### config.mk
export PLATFORM = sky130hd
export DESIGN_NAME = ps2_receiver_flat
export DESIGN_NICKNAME = d
export VERILOG_FILES = /design/src/rtl/ps2_receiver_if.sv /design/src/rtl/ps2_receiver.sv /design/src/flat_wrapper.sv
export SDC_FILE = /design/constraint.sdc
export NUM_CORES = 1
export LEC_CHECK = 0
export ABC_AREA = 0
export BUFFER_PORTS_ARGS = -buffer_cell sky130_fd_sc_hd__buf_2
export CAP_MARGIN = 25
export CORE_MARGIN = 4
export CORE_UTILIZATION = 50
export CTS_CLUSTER_DIAMETER = 80
export DETAILED_ROUTE_END_ITERATION = 6
export GPL_TIMING_DRIVEN = 0
export HOLD_SLACK_MARGIN = 0.05
export PLACE_DENSITY = 0.67
export SYNTH_ARGS = -nofsm -noshare
export SYNTH_HDL_FRONTEND = slang
export SYNTH_SLANG_ARGS = --single-unit
### constraint.sdc
create_clock -name clock -period 2.38 [get_ports clock]
set_clock_uncertainty 0.15 [all_clocks]
set_input_delay 0.357 -clock clock [delete_from_list [all_inputs] [get_ports clock]]
set_output_delay 0.357 -clock clock [all_outputs]
set_load 0.005 [all_outputs]
### src/rtl/ps2_receiver_if.sv
// rtl/ps2_receiver_if.sv - PS/2 line inputs and decoded scan-code outputs
interface ps2_receiver_if;
    logic       ps2_clk;
    logic       ps2_dat;
    logic [7:0] ps2_data;
    logic       ps2_hit;
    logic       ps2_err;

    modport master (output ps2_clk, ps2_dat, input ps2_data, ps2_hit, ps2_err);
    modport slave  (input ps2_clk, ps2_dat, output ps2_data, ps2_hit, ps2_err);
endinterface

### src/rtl/ps2_receiver.sv
// rtl/ps2_receiver.sv - PS/2 frame deserialiser with sync, clock filter, parity/stop check, timeout
module ps2_receiver #(
    parameter int FILTER  = 8,
    parameter int TIMEOUT = 100000
) (
    input  logic            clock,
    input  logic            reset_n,
    ps2_receiver_if.slave   bus
);
    localparam int FW = (FILTER > 1) ? $clog2(FILTER) : 1;
    localparam int TW = (TIMEOUT > 1) ? $clog2(TIMEOUT) : 1;
    localparam logic [FW-1:0] FILTER_LAST  = FW'(FILTER - 1);
    localparam logic [TW-1:0] TIMEOUT_LAST = TW'(TIMEOUT - 1);

    typedef enum logic [1:0] {IDLE, DATA, PARITY, STOP} state_t;

    logic [1:0]    clk_sync;
    logic [1:0]    dat_sync;
    logic          kclk_s;
    logic          kdat_s;
    logic [FW-1:0] fcnt;
    logic          kclk_f;
    logic          kclk_f_q;
    logic          fall;

    state_t        state;
    logic [2:0]    bitcnt;
    logic [7:0]    shift;
    logic          par;
    logic [TW-1:0] tcnt;

    assign kclk_s = clk_sync[1];
    assign kdat_s = dat_sync[1];
    assign fall   = kclk_f_q & ~kclk_f;

    always_ff @(posedge clock or negedge reset_n) begin
        if (!reset_n) begin
            clk_sync <= 2'b11;
            dat_sync <= 2'b11;
        end else begin
            clk_sync <= {clk_sync[0], bus.ps2_clk};
            dat_sync <= {dat_sync[0], bus.ps2_dat};
        end
    end

    // A level change is accepted only after FILTER consecutive disagreeing samples.
    always_ff @(posedge clock or negedge reset_n) begin
        if (!reset_n) begin
            fcnt     <= '0;
            kclk_f   <= 1'b1;
            kclk_f_q <= 1'b1;
        end else begin
            kclk_f_q <= kclk_f;
            if (kclk_s == kclk_f) begin
                fcnt <= '0;
            end else if (fcnt == FILTER_LAST) begin
                fcnt   <= '0;
                kclk_f <= kclk_s;
            end else begin
                fcnt <= fcnt + 1'b1;
            end
        end
    end

    always_ff @(posedge clock or negedge reset_n) begin
        if (!reset_n) begin
            state        <= IDLE;
            bitcnt       <= '0;
            shift        <= '0;
            par          <= 1'b0;
            tcnt         <= '0;
            bus.ps2_data <= 8'h00;
            bus.ps2_hit  <= 1'b0;
            bus.ps2_err  <= 1'b0;
        end else begin
            bus.ps2_hit <= 1'b0;
            bus.ps2_err <= 1'b0;
            if (state == IDLE) begin
                tcnt <= '0;
                if (fall && !kdat_s) begin
                    state  <= DATA;
                    bitcnt <= '0;
                end
            end else if (fall) begin
                // A fall always beats a coincident timeout.
                tcnt <= '0;
                case (state)
                    DATA: begin
                        shift  <= {kdat_s, shift[7:1]};
                        bitcnt <= bitcnt + 1'b1;
                        if (bitcnt == 3'd7) state <= PARITY;
                    end
                    PARITY: begin
                        par   <= kdat_s;
                        state <= STOP;
                    end
                    default: begin
                        if (kdat_s && (^{shift, par})) begin
                            bus.ps2_data <= shift;
                            bus.ps2_hit  <= 1'b1;
                        end else begin
                            bus.ps2_err  <= 1'b1;
                        end
                        state <= IDLE;
                    end
                endcase
            end else if (tcnt == TIMEOUT_LAST) begin
                tcnt        <= '0;
                state       <= IDLE;
                bus.ps2_err <= 1'b1;
            end else begin
                tcnt <= tcnt + 1'b1;
            end
        end
    end
endmodule

### src/flat_wrapper.sv
// flat-port wrapper written by rule: the top's interface ports become plain ports
module ps2_receiver_flat 
#(
    parameter int FILTER  = 8,
    parameter int TIMEOUT = 100000
)
  (clock, reset_n, bus_ps2_clk, bus_ps2_dat, bus_ps2_data, bus_ps2_hit, bus_ps2_err);
  ps2_receiver_if bus_i ();
  input  logic clock;
  input  logic reset_n;
  input wire logic [$bits(bus_i.ps2_clk)-1:0] bus_ps2_clk;
  input wire logic [$bits(bus_i.ps2_dat)-1:0] bus_ps2_dat;
  output wire logic [$bits(bus_i.ps2_data)-1:0] bus_ps2_data;
  output wire logic [$bits(bus_i.ps2_hit)-1:0] bus_ps2_hit;
  output wire logic [$bits(bus_i.ps2_err)-1:0] bus_ps2_err;
  assign bus_i.ps2_clk = bus_ps2_clk;
  assign bus_i.ps2_dat = bus_ps2_dat;
  assign bus_ps2_data = bus_i.ps2_data;
  assign bus_ps2_hit = bus_i.ps2_hit;
  assign bus_ps2_err = bus_i.ps2_err;
  ps2_receiver #(.FILTER(FILTER), .TIMEOUT(TIMEOUT)) u_core (.clock(clock), .reset_n(reset_n), .bus(bus_i));
endmodule
Word level (Yosys, flattened, before mapping)
Index checks and enable logic that the tools add are counted.
{"block": "classes", "div_mod_pow": 0, "reduce_logical": 15, "magnitude_cmp": 0, "n_mul": 0, "eq_ne": 8, "bitwise": 5, "n_mux": 24, "add_sub_neg": 3, "n_shift": 0}
{"cell": "17-bit two-way mux", "n": 3}
{"cell": "3-bit two-way mux", "n": 6}
{"cell": "17-bit by 1-bit adder with 17-bit output (second input constant)", "n": 1}
{"cell": "17-bit equality test (second input constant)", "n": 1}
{"cell": "3-bit AND reduction", "n": 4}
{"cell": "2-bit two-way mux", "n": 5}
{"cell": "1-bit two-way mux", "n": 9}
{"cell": "9-bit parity", "n": 1}
{"cell": "3-bit by 1-bit adder with 3-bit output (second input constant)", "n": 2}
{"cell": "3-bit equality test (second input constant)", "n": 2}
{"cell": "4-bit inequality test (second input constant)", "n": 1}
{"cell": "1-bit inverter", "n": 4}
{"cell": "2-bit one-hot mux with 2 select lines", "n": 1}
{"cell": "4-bit AND reduction", "n": 1}
{"cell": "2-bit nonzero test", "n": 2}
{"cell": "3-bit nonzero test", "n": 1}
{"cell": "2-bit by 1-bit equality test with 1-bit output (second input constant)", "n": 1}
{"cell": "2-bit equality test (second input constant)", "n": 1}
{"cell": "1-bit logical AND", "n": 2}
{"cell": "2-bit logical NOT", "n": 1}
{"cell": "2-bit inequality test (second input constant)", "n": 1}
{"cell": "2-bit AND reduction", "n": 1}
{"cell": "2-bit OR reduction", "n": 1}
{"cell": "1-bit bitwise AND", "n": 1}
{"cell": "2 further kinds", "n": 2}
{"block": "totals", "inputBits": 4, "output_inout_bits": 10, "reg_bits": 50, "latch_bits": 0, "romBits": 0, "n_memories": 0, "wordCells": 68, "ramBits": 0}

Depth between registers and ports, before layout
Gate-level depths: netlist of run 1.
{"block": "depth", "depth_word": 6, "depth_mapped": 7, "ltp_nobuf": 6}

Least setup slack after synthesis of run 1
No wires, ideal clock.
{"block": "synth_path", "path_kind": "reg-to-reg", "from": "reg u_core.shift[1]", "to": "reg u_core.bus.ps2_data[0]", "required_ps": 2105, "synth_period_minus_slack_ps": 1874, "setup_ps": 125, "arrival_ps": 1599, "path_slack_ps": 506, "path_stages_with_launch": 5, "path_buffers": 0, "path_cell_list": "dfrtp_1 xor2_1 xnor3_1 mux2_4 mux2_2"}
{"block": "synth_between", "elab_chain_cells": 3}
{"element": "start: declaration", "line": "ps2_receiver.sv:28", "source": "logic [7:0] shift;"}
{"element": "start signal: assignment", "line": "ps2_receiver.sv:89", "source": "shift <= {kdat_s, shift[7:1]};"}
{"element": "9-bit parity", "line": "ps2_receiver.sv:98", "source": "if (kdat_s && (^{shift, par})) begin"}
{"element": "1-bit logical AND", "line": "ps2_receiver.sv:98"}
{"element": "4-bit AND reduction (no source line)"}
{"element": "end signal: assignment", "line": "ps2_receiver.sv:99", "source": "bus.ps2_data <= shift;"}
{"element": "end: declaration", "line": "ps2_receiver_if.sv:10", "source": "modport slave (input ps2_clk, ps2_dat, output ps2_data, ps2_hit, ps2_err);"}
No other way between the ends.
A chain may end at the register's enable or synchronous reset.

Worst setup path in the final report of run 1
{"block": "layout_path", "from": "reg u_core.tcnt[0]", "to": "reg u_core.tcnt[3]"}
{"block": "layout_between", "elab_chain_cells": 4, "word_cells_on_any_way": 5, "classes_between": "add/sub (1); eq/ne (1); mux (3)"}
{"element": "start: declaration", "line": "ps2_receiver.sv:30", "source": "logic [TW-1:0] tcnt;"}
{"element": "start signal: assignment", "line": "ps2_receiver.sv:112", "source": "tcnt <= tcnt + 1'b1;"}
{"element": "17-bit by 1-bit adder with 17-bit output / 17-bit equality test (equally long branches)", "line": "ps2_receiver.sv:112, ps2_receiver.sv:107"}
{"element": "17-bit two-way mux (*)", "line": "ps2_receiver.sv:107", "source": "end else if (tcnt == TIMEOUT_LAST) begin"}
{"element": "17-bit two-way mux (*)", "line": "ps2_receiver.sv:84", "source": "end else if (fall) begin"}
{"element": "17-bit two-way mux (*)", "line": "ps2_receiver.sv:78", "source": "if (state == IDLE) begin"}
Every way passes the cells marked *; elsewhere a longest branch is shown, timed or not.

==> impl.org, run 1 <==
** Status
- Result of the run :: finished clean

** Global routing
- Number of global-route vias before repair :: 1506
- First-pass GRT wire length :: around 7 mm
- The number of antenna violations at the first check in global routing came to 0.
- Maximum number of pins on one net before global-route repair :: 27
- GRT Overall Usage :: 14.53%
- Remaining global-route overflow :: 0

** Synth
- Cell Area, Synth :: 2359 sq um
- Count of synthesis-stage warnings from yosys :: 0
- Yosys mapped a number of flops with a built-in enable equal to 0.
- In this run the mean area of a mapped cell was 11.91 sq um.
- Synthesis instantiated 36 different standard cells from the library.
- Counting every net in the synthesized netlist gives 212.
- Share of the synthesized area in the top cell type :: about 47%
- Fraction of synthesis flops using an asynchronous set or reset pin :: 100.0%
- Prevailing post-synth register cell :: sky130_fd_sc_hd__dfrtp_1
- Cell taking the most area after synthesis :: sky130_fd_sc_hd__dfrtp_1
- Seq/Total Area, Yosys :: between 50% and 60%
- In the post-synthesis netlist, the biggest area contributors are sky130_fd_sc_hd__dfrtp_1, sky130_fd_sc_hd__mux2_2, sky130_fd_sc_hd__dfstp_2.
- Synthesis produced a netlist whose cell count is between 150 and 200.
- In this run, synthesis produced a sequential element count of 50.

** Timing
- Setup violations remaining at the end of the flow were counted as 0.
- Least-Margin Pin Slew :: 0.6081 ns
- After layout, the worst setup slack is approximately 0.28 ns.
- Dividing the final minimum period by the clock period gives 88.08%.
- Setup repair after global routing left no endpoint under its margin.
- Final Critical Period :: 2.096 ns
- Static timing analysis puts the maximum clock frequency at 0.4770 GHz.
- Fin Setup TNS :: 0 ns
- The final-report max-slew violation count is 0.
- Worst slew slack as a fraction of its limit :: roughly 60%
- Final hold violation count :: 0

** Floorplan
- Initial Utilization :: 52.71%
- Die X :: roughly 77 um
- IO Pins :: 14
- The floorplan step set the die height to 76.68 um.
- After floorplanning, the core was divided into 24 placement rows.
- Area inside the core boundary :: about 4500 sq um
- Area of the die :: 5880 sq um

** Routing
- The pre-antenna-repair detailed-routing pass consisted of 4 iterations.
- In this run the remaining antenna-violating nets after routing total 0.
- For this block, the routed nets add up to 3.827 mm of wire.
- Detailed-route DRC error count :: 0
- Iteration-0 DRC Markers :: 70
- Across all layers, the routed design uses 1500 vias.
- Final routed wire length divided by cell count :: about 14 um
- Number of vias per cell :: 5.474

** Min path
- Min-Delay Path Class :: reg2reg

** Worst setup path
- Crit. End Element :: flop
- Worst path cell trace :: ha_1 > and4_1 > clkbuf_1 > nand2_1 > o21ai_2 > buf_2 > nor2_1
- The number of buffers and inverters on the critical path is 2.
- The worst setup path is launched from a flop.
- Highest fanout seen on the critical path :: 10
- STA puts the critical path data required time at 2.41 ns.
- Critical path's largest stage delay :: roughly 0.4 ns
- Among cell families on the critical path, the largest total delay comes from buffers and inverters.
- The setup path with the least slack is of type reg2reg.
- Slowest cell on crit path :: sky130_fd_sc_hd__dfrtp_1
- For the worst setup path, the data arrival time is 2.13 ns.

** CTS
- Clock Latency Late Sink :: roughly 0.30 ns
- The clock drives 50 sinks.
- Max H-tree Level :: 2
- Buffers inserted during clock tree synthesis total 5.
- The tree is rooted in a sky130_fd_sc_hd__clkbuf_8.
- TritonCTS clock tree :: yes
- The clock passes through at most 2 buffers.
- After clock tree synthesis, the clock-pin slew on the worst setup and hold paths is 0.08 ns.

** Place
- Place WS :: 0.2104 ns
- The number of placed instances, taps included, is 264.
- Detailed placement ended at an HPWL of 2.784 mm.
- Count of buffers from port buffering :: 13
- At the end of routability-driven placement, the weighted congestion stood at roughly 0.87.
- Post-Place Cell Area :: 2516 sq um

** Power
- Summed over all cells, the static leakage comes to 1.276 nW.
- Power Dens Cells :: between 900 and 1000 nW/um^2
- Peak supply drop :: between 0.7 and 0.8 mV

** Cells and area
- Cells with a size suffix above 1 make up 23.87% of the layout.
- Finished Cell Area :: ~2700 sq um
- Counting the fill cells in the layout gives between 300 and 400.
- Leaving out filler cells and counting taps, the final layout contains 274.
- Total Nets Final :: 236
- The repair_antennas step left the layout with diodes totalling 0.
- From synthesis to final layout, the design area changed by 12.89%.

** Flow run
- Max-cap violations in this run came to 0.
==> through the flow <==
| stage | power, W | hold WS, ns | utilization (%) |
|---|---|---|---|
| CTS | 0.002501 | 0.2095 | 59.42 |
| floorplan | 0.001703 | -0.08859 | - |
| global placement | 0.001852 | 0.1962 | 55.62 |
| detailed placement | 0.001890 | 0.1969 | 56.24 |
| global route | 0.002662 | 0.2154 | 59.51 |
| finish | 0.002474 | 0.2083 | 59.51 |
==> flip-flops by register name, summed over array words and instances, names as in the netlist, 2 cells and up <==
name	cells
u_core.tcnt	17
u_core.dat_sync	2
u_core.clk_sync	2
u_core.shift	8
u_core.bus.ps2_data	8
u_core.fcnt	3
u_core.bitcnt	3
u_core.state	2
==> repair_timing <==
action,CTS,global route
hold buffers,3,0
setup endpoints to repair,0,1
hold endpoints to repair,21,0
gates resized for setup,0,1
buffers inserted,0,0
==> logic make-up after synthesis <==
kind of cell	synth area share [%]
muxes	11.03
AOI/OAI and AO/OA	4.774
and+or+nand+nor	16.82
buffers and inverters	1.220
adders and majority gates	5.305
DFF	53.37
xor gates and xnor gates	7.480
==> path summary, 6_finish.rpt <==
kind,start,endpoint,slack [ns],depth (start not counted)
worst max-delay path,u_core.tcnt[0]$_DFF_PN0_,u_core.tcnt[3]$_DFF_PN0_,0.28,7
worst min-delay path,u_core.clk_sync[0]$_DFF_PN1_,u_core.clk_sync[1]$_DFF_PN1_,0.21,0
worst max register to register,u_core.tcnt[0]$_DFF_PN0_,u_core.tcnt[3]$_DFF_PN0_,0.28,7
worst min register to register,u_core.clk_sync[0]$_DFF_PN1_,u_core.clk_sync[1]$_DFF_PN1_,0.21,0
max in group asynchronous,reset_n,u_core.bitcnt[1]$_DFFE_PN0P_,1.11,3
min in group asynchronous,reset_n,u_core.bus.ps2_data[7]$_DFFE_PN0P_,0.44,2
==> report_power, final <==
group | leakage [nW] | total, W | switching [W] | internal (W)
Clock | 0.0573 | 0.000598 | 0.000262 | 0.000336
Sequential | 0.648 | 0.00114 | 0.000129 | 0.00101
Combinational | 0.571 | 0.000741 | 0.000381 | 0.000360
==> synthesized netlist by cell type, drive strengths merged (3+ instances only) <==
| library cell | count |
|---|---|
| nor4b | 3 |
| xor2 | 8 |
| dfstp | 6 |
| o21ai | 10 |
| inv | 3 |
| and3 | 3 |
| or3 | 3 |
| ha | 10 |
| xnor2 | 7 |
| mux2 | 21 |
| and4 | 4 |
| a21oi | 5 |
| nand4 | 5 |
| nor2 | 14 |
| and2 | 4 |
| dfrtp | 44 |
| nand3 | 5 |
| nor2b | 3 |
| nand2 | 15 |
==> metal layers <==
metal  part of all wire, %  global-route usage [%]
met2                    46                   22.56
met4                   1.4                   4.891
met3                   3.6                   4.450
met5                     0                       0
met1                    49                   19.34
==> layout by cell type (no fill, tap or decap), drive strengths merged, types with 3 or more instances in the layout <==
master / instances
clkbuf: 8
xor2: 8
nor2b: 3
a21oi: 5
o21ai: 10
xnor2: 7
nor4b: 3
or3: 3
dfrtp: 44
nand4: 5
and4: 4
nor2: 14
nand3: 5
and2: 4
mux2: 21
and3: 3
inv: 3
ha: 10
nand2: 15
dfstp: 6
buf: 16
dlygate4sd3: 3
==> area by class of cell <==
class / count / area, sq um / area share (%)
Buffer: 4 / 17.52 / 0.6579
Multi-Input combinational cell: 141 / 1075 / 40.37
Sequential cell: 50 / 1259 / 47.27
Inverter: 3 / 11.26 / 0.4229
Tap cell: 52 / 65.06 / 2.444
Timing Repair Buffer: 17 / 122.6 / 4.605
Clock inverter: 1 / 30.03 / 1.128
Clock buffer: 6 / 82.58 / 3.102
(Power assumes the default switching activity.)
==> run 2: changes to the inputs <==
--- a/config.mk
+++ b/config.mk
@@ -14,7 +14,7 @@
 export DETAILED_ROUTE_END_ITERATION = 6
 export GPL_TIMING_DRIVEN = 0
 export HOLD_SLACK_MARGIN = 0.05
-export PLACE_DENSITY = 0.67
+export PLACE_DENSITY = 0.69
 export SYNTH_ARGS = -nofsm -noshare
 export SYNTH_HDL_FRONTEND = slang
 export SYNTH_SLANG_ARGS = --single-unit
==> constraint.sdc (replaced) <==
create_clock -name clock -period 1.9 [get_ports clock]
set_clock_uncertainty 0.15 [all_clocks]
set_input_delay 0.285 -clock clock [delete_from_list [all_inputs] [get_ports clock]]
set_output_delay 0.285 -clock clock [all_outputs]
set_load 0.005 [all_outputs]
==> run 2 against run 1 <==
Effect of this change:
- the flow now finishes with violations (negative setup slack)
- sequential share of layout area fell by 1.4 points
- sequential power rose by 25%
- sequential cell count did not move
- register-to-register slack got worse by 0.36 ns
- final cell count rose by 1.5%
- global-route usage rose by 0.94 points
- total power rose by 31%
- clock-buffer cell count did not move
- die area did not move
- design area rose by 3.2%
- critical endpoint is now u_core.bus.ps2_data[3]$_DFFE_PN0P_
==> impl.org, run 2 (synthesis gave the netlist of run 1 again) <==
** Cells and area
- The most common cell after layout, fill and taps aside is sky130_fd_sc_hd__dfrtp_1 (unchanged).
- The number of nets at the end of the flow came to 239 (was 236).
- The number of inserted filler cells in the final layout is 346 (was 370).
- Most frequent cells in the layout: sky130_fd_sc_hd__dfrtp_1, sky130_fd_sc_hd__mux2_2, sky130_fd_sc_hd__nand2_1, sky130_fd_sc_hd__nor2_1, sky130_fd_sc_hd__buf_2 (was sky130_fd_sc_hd__dfrtp_1, sky130_fd_sc_hd__mux2_2, sky130_fd_sc_hd__nand2_1, sky130_fd_sc_hd__buf_2, sky130_fd_sc_hd__nor2_1).
- The synthesis-to-layout area growth came to 16.55% (was 12.89%).
- Largest registers ranked by flip-flop count :: u_core.tcnt x17, u_core.bus.ps2_data x8, u_core.shift x8 (unchanged)
- The flip-flop count of the largest register, all copies and words added came to 17 (unchanged).
- The final antenna diode count came to 0 (unchanged).
- The most flop-heavy register is u_core.tcnt (unchanged).
- Layout cells sized above 1 :: 32.30% (was 23.87%)

** Min path
- Endpoint of the worst hold path :: u_core.clk_sync[1]$_DFF_PN1_ (unchanged)
- The startpoint of the lowest-slack hold path is u_core.clk_sync[0]$_DFF_PN1_ (unchanged).
- The cell depth of the worst min-delay path is 0 (unchanged).
- Min-Delay Path Class :: reg2reg (unchanged)

** Global routing
- Routing usage on met2 :: 27.00% (was 22.56%)
- The fraction of met3 tracks used by global routing was 4.215% (was 4.450%).
- Number of global-route vias before repair :: 1657 (was 1506)
- Met1 layer usage reported by global route :: 18.68% (was 19.34%)
- Initial antenna violation count :: 0 (unchanged)
- The overall overflow remaining after global route is 0 (unchanged).
- Most used routing layer :: met2 (unchanged)
- First-pass GRT wire length :: 7.355 mm (was 6.872 mm)
- The overall global routing resource usage was 15.47% (was 14.53%).
- Maximum number of pins on one net before global-route repair :: 51 (was 27)

** Power
- The sum of internal, switching and leakage power is 0.003245 W (was 0.002474 W).
- Fraction of power spent switching nets :: 32.19% (was 31.22%)
- Proportion of power drawn by flip-flops and latches :: 44.1% (was 45.9%)
- Static Leakage :: 1.299 nW (was 1.276 nW)
- The highest ir drop seen on vdd came to 0.6794 mV (was 0.7138 mV).
- The power spent charging and discharging nets is 0.001045 W (was 0.0007725 W).
- Internal cell power :: 0.002200 W (was 0.001702 W)
- The power density over the cells was 1180 nW/um^2 (was 929.3 nW/um^2).
- The power share of the combinational group was 33.5% (was 29.9%).
- The part of the power in the clock network came to 22.4% (was 24.2%).

** Timing
- The minimum setup slack in the final design was -0.07955 ns (was 0.2836 ns).
- Setup repair after global routing missed its margin :: yes (was no)
- The shortest clock period the worst path allows after layout came to 1.980 ns (was 2.096 ns).
- Fin Setup TNS :: -0.5171 ns (was 0 ns)
- The number of hold-slack violations in the final timing report is 0 (unchanged).
- Share of the cycle needed by the critical path after routing :: 104.2% (was 88.08%)
- The total setup violations reported at the end of the flow came to 8 (was 0).
- Final number of max-transition violations :: 0 (unchanged)
- Final-layout worst hold slack :: 0.2094 ns (was 0.2083 ns)
- Least-Margin Pin Slew :: 0.3773 ns (was 0.6081 ns)
- Worst slew slack as a fraction of its limit :: 74.58% (was 59.46%)
- Fmax :: 0.5052 GHz (was 0.4770 GHz)

** CTS
- CTS sink cnt :: 50 (unchanged)
- The clock transition time at the flip-flop clock pins of the worst setup and hold paths came to 0.09 ns (was 0.08 ns).
- TritonCTS clock tree :: yes (unchanged)
- Max H-tree Level :: 2 (unchanged)
- The number of buffers added by the clock tree synthesis step came to 5 (unchanged).
- The maximum buffer depth of the clock tree is 2 (unchanged).
- The buffer type at the clock tree root was sky130_fd_sc_hd__clkbuf_8 (unchanged).
- The insertion delay of the later-clocked pin in the worst-skew pair is 0.29 ns (was 0.30 ns).

** Routing
- The via total after detailed routing came to 1596 (was 1500).
- Detailed-route DRC error count :: 0 (unchanged)
- The final wirelength came to 4.186 mm (was 3.827 mm).
- The number of DRC violations after detailed-routing iteration 0 came to 71 (was 70).
- The number of optimization iterations in the first detailed-route pass is 4 (unchanged).
- Number of nets still failing antenna checks after routing :: 0 (unchanged)
- The via count normalized by instance count was 5.741 (was 5.474).
- The routed length per instance is 15.06 um (was 13.97 um).

** Worst setup path
- Critical Path Source Type :: flop (unchanged)
- Cells on worst reg2reg path :: 4 (was 7)
- CP Data Required Time :: 1.93 ns (was 2.41 ns)
- The critical path start-end classification was reg2reg (unchanged).
- Data arrival time at the worst-slack endpoint :: 2.01 ns (was 2.13 ns)
- Critical path's largest stage delay :: 0.48 ns (was 0.39 ns)
- Slowest cell on crit path :: sky130_fd_sc_hd__xnor3_2 (was sky130_fd_sc_hd__dfrtp_1)
- The kind of cell adding the most delay to the critical path is multiplexers (was buffers and inverters).
- The startpoint of the lowest-slack register-to-register path was u_core.shift[6]$_DFFE_PN0P_ (was u_core.tcnt[0]$_DFF_PN0_).
- The kind of capture point of the worst setup path is a flop (unchanged).
- The endpoint of the worst register-to-register path was u_core.bus.ps2_data[3]$_DFFE_PN0P_ (was u_core.tcnt[3]$_DFF_PN0_).
- Worst path cell trace: xnor2_1 > xnor3_2 > mux2_4 > mux2_2 (was ha_1 > and4_1 > clkbuf_1 > nand2_1 > o21ai_2 > buf_2 > nor2_1).
- Internal reg-to-reg setup slack :: -0.08 ns (was 0.28 ns)
- The biggest fanout along the worst timing path was 8 (was 10).
- Buffers & Inverters on Critical Path :: 0 (was 2)

** Status
- Violations in the final reports :: negative setup slack
- Result of the run :: finished, violations left (was finished clean)

** Floorplan
- Die height :: 76.68 um (unchanged)
- Initial Utilization :: 52.71% (unchanged)
- Number of standard-cell rows in the floorplan :: 24 (unchanged)
- Area inside the core boundary :: 4474 sq um (unchanged)
- Area of the die :: 5880 sq um (unchanged)
- Die X :: 76.68 um (unchanged)
- The top-level I/O count was 14 (unchanged).

** Flow run
- The reported max-cap violation count came to 0 (unchanged).

** Place
- RD Place Congestion :: 0.8848 (was 0.8719)
- The count of input and output buffers was 13 (unchanged).
- Post-detail-place hpwl :: 2.911 mm (was 2.784 mm)
## run 2: cell count changes in the layout (fill, tap and decap cells not counted), sizes merged
cell	change
clkbuf	-1
clkinvlp	+1
buf	+4
## run 2: worst max-delay path by stage
stage / startpoint / to / slack, ns / cells past startpoint
finish: u_core.shift[6]$_DFFE_PN0P_ / u_core.bus.ps2_data[3]$_DFFE_PN0P_ / -0.08 / 4
global route: u_core.shift[6]$_DFFE_PN0P_ / u_core.bus.ps2_data[3]$_DFFE_PN0P_ / -0.14 / 4
CTS: u_core.shift[3]$_DFFE_PN0P_ / u_core.bus.ps2_data[3]$_DFFE_PN0P_ / -0.09 / 4
detailed placement: u_core.tcnt[0]$_DFF_PN0_ / u_core.tcnt[5]$_DFF_PN0_ / -0.30 / 7
global placement: u_core.tcnt[0]$_DFF_PN0_ / u_core.tcnt[3]$_DFF_PN0_ / -0.25 / 7
floorplan: u_core.shift[1]$_DFFE_PN0P_ / u_core.bus.ps2_data[0]$_DFFE_PN0P_ / 0.03 / 4
## run 2: power by group through the flow
stage                     combinational [W]  clock (W)  sequential, W
after detailed placement           0.000929          0        0.00144
after floorplan                    0.000731          0        0.00140
after global routing                0.00121   0.000800        0.00145
after CTS                           0.00100   0.000743        0.00142
final                               0.00109   0.000726        0.00143
after global placement             0.000885          0        0.00143
## run 2: what timing repair did
action | 4_1_cts | 5_1_grt
setup buffers | 2 | 2
hold buffers | 2 | 1
hold endpoints to repair | 2 | 44
resized for setup | 6 | 20
pin swaps | 2 | 2
endpoints found under the setup margin | 28 | 27
## run 2: cell type report
type | count | area [sq um] | area share, %
tap | 52 | 65.06 | 2.367
clock inverter | 2 | 37.54 | 1.365
timing repair buffer | 21 | 145.1 | 5.280
sequential | 50 | 1261 | 45.88
inverter | 3 | 11.26 | 0.4096
multi-input combinational | 141 | 1136 | 41.33
buffer | 3 | 20.02 | 0.7283
clock buffer | 6 | 72.57 | 2.640
## run 2: metal layers
layer,wire (um),up-vias
li1,-,752
met1,1833,804
met2,2147,34
met3,146,6
met4,59,0
met5,0,-
## run 2: metrics by stage
| step | std cells | area, sq um | util [%] | setup WS [ns] |
|---|---|---|---|---|
| 3_5_place_dp | 263 | 2489 | 55.62 | -0.2968 |
| 4_1_cts | 274 | 2655 | 59.34 | -0.08828 |
| 3_3_place_gp | 263 | 2489 | 55.62 | -0.2482 |
| 5_1_grt | 278 | 2749 | 61.44 | -0.1391 |
| 2_1_floorplan | 198 | 2359 | - | 0.02590 |
| 6_report | 278 | 2749 | 61.44 | -0.07955 |
## run 2: worst reg2reg max path, stage by stage (launching register included)
cell                      delay, ns
sky130_fd_sc_hd__dfrtp_1       0.40
sky130_fd_sc_hd__xnor2_1       0.17
sky130_fd_sc_hd__xnor3_2       0.48
sky130_fd_sc_hd__mux2_4        0.38
sky130_fd_sc_hd__mux2_2        0.29
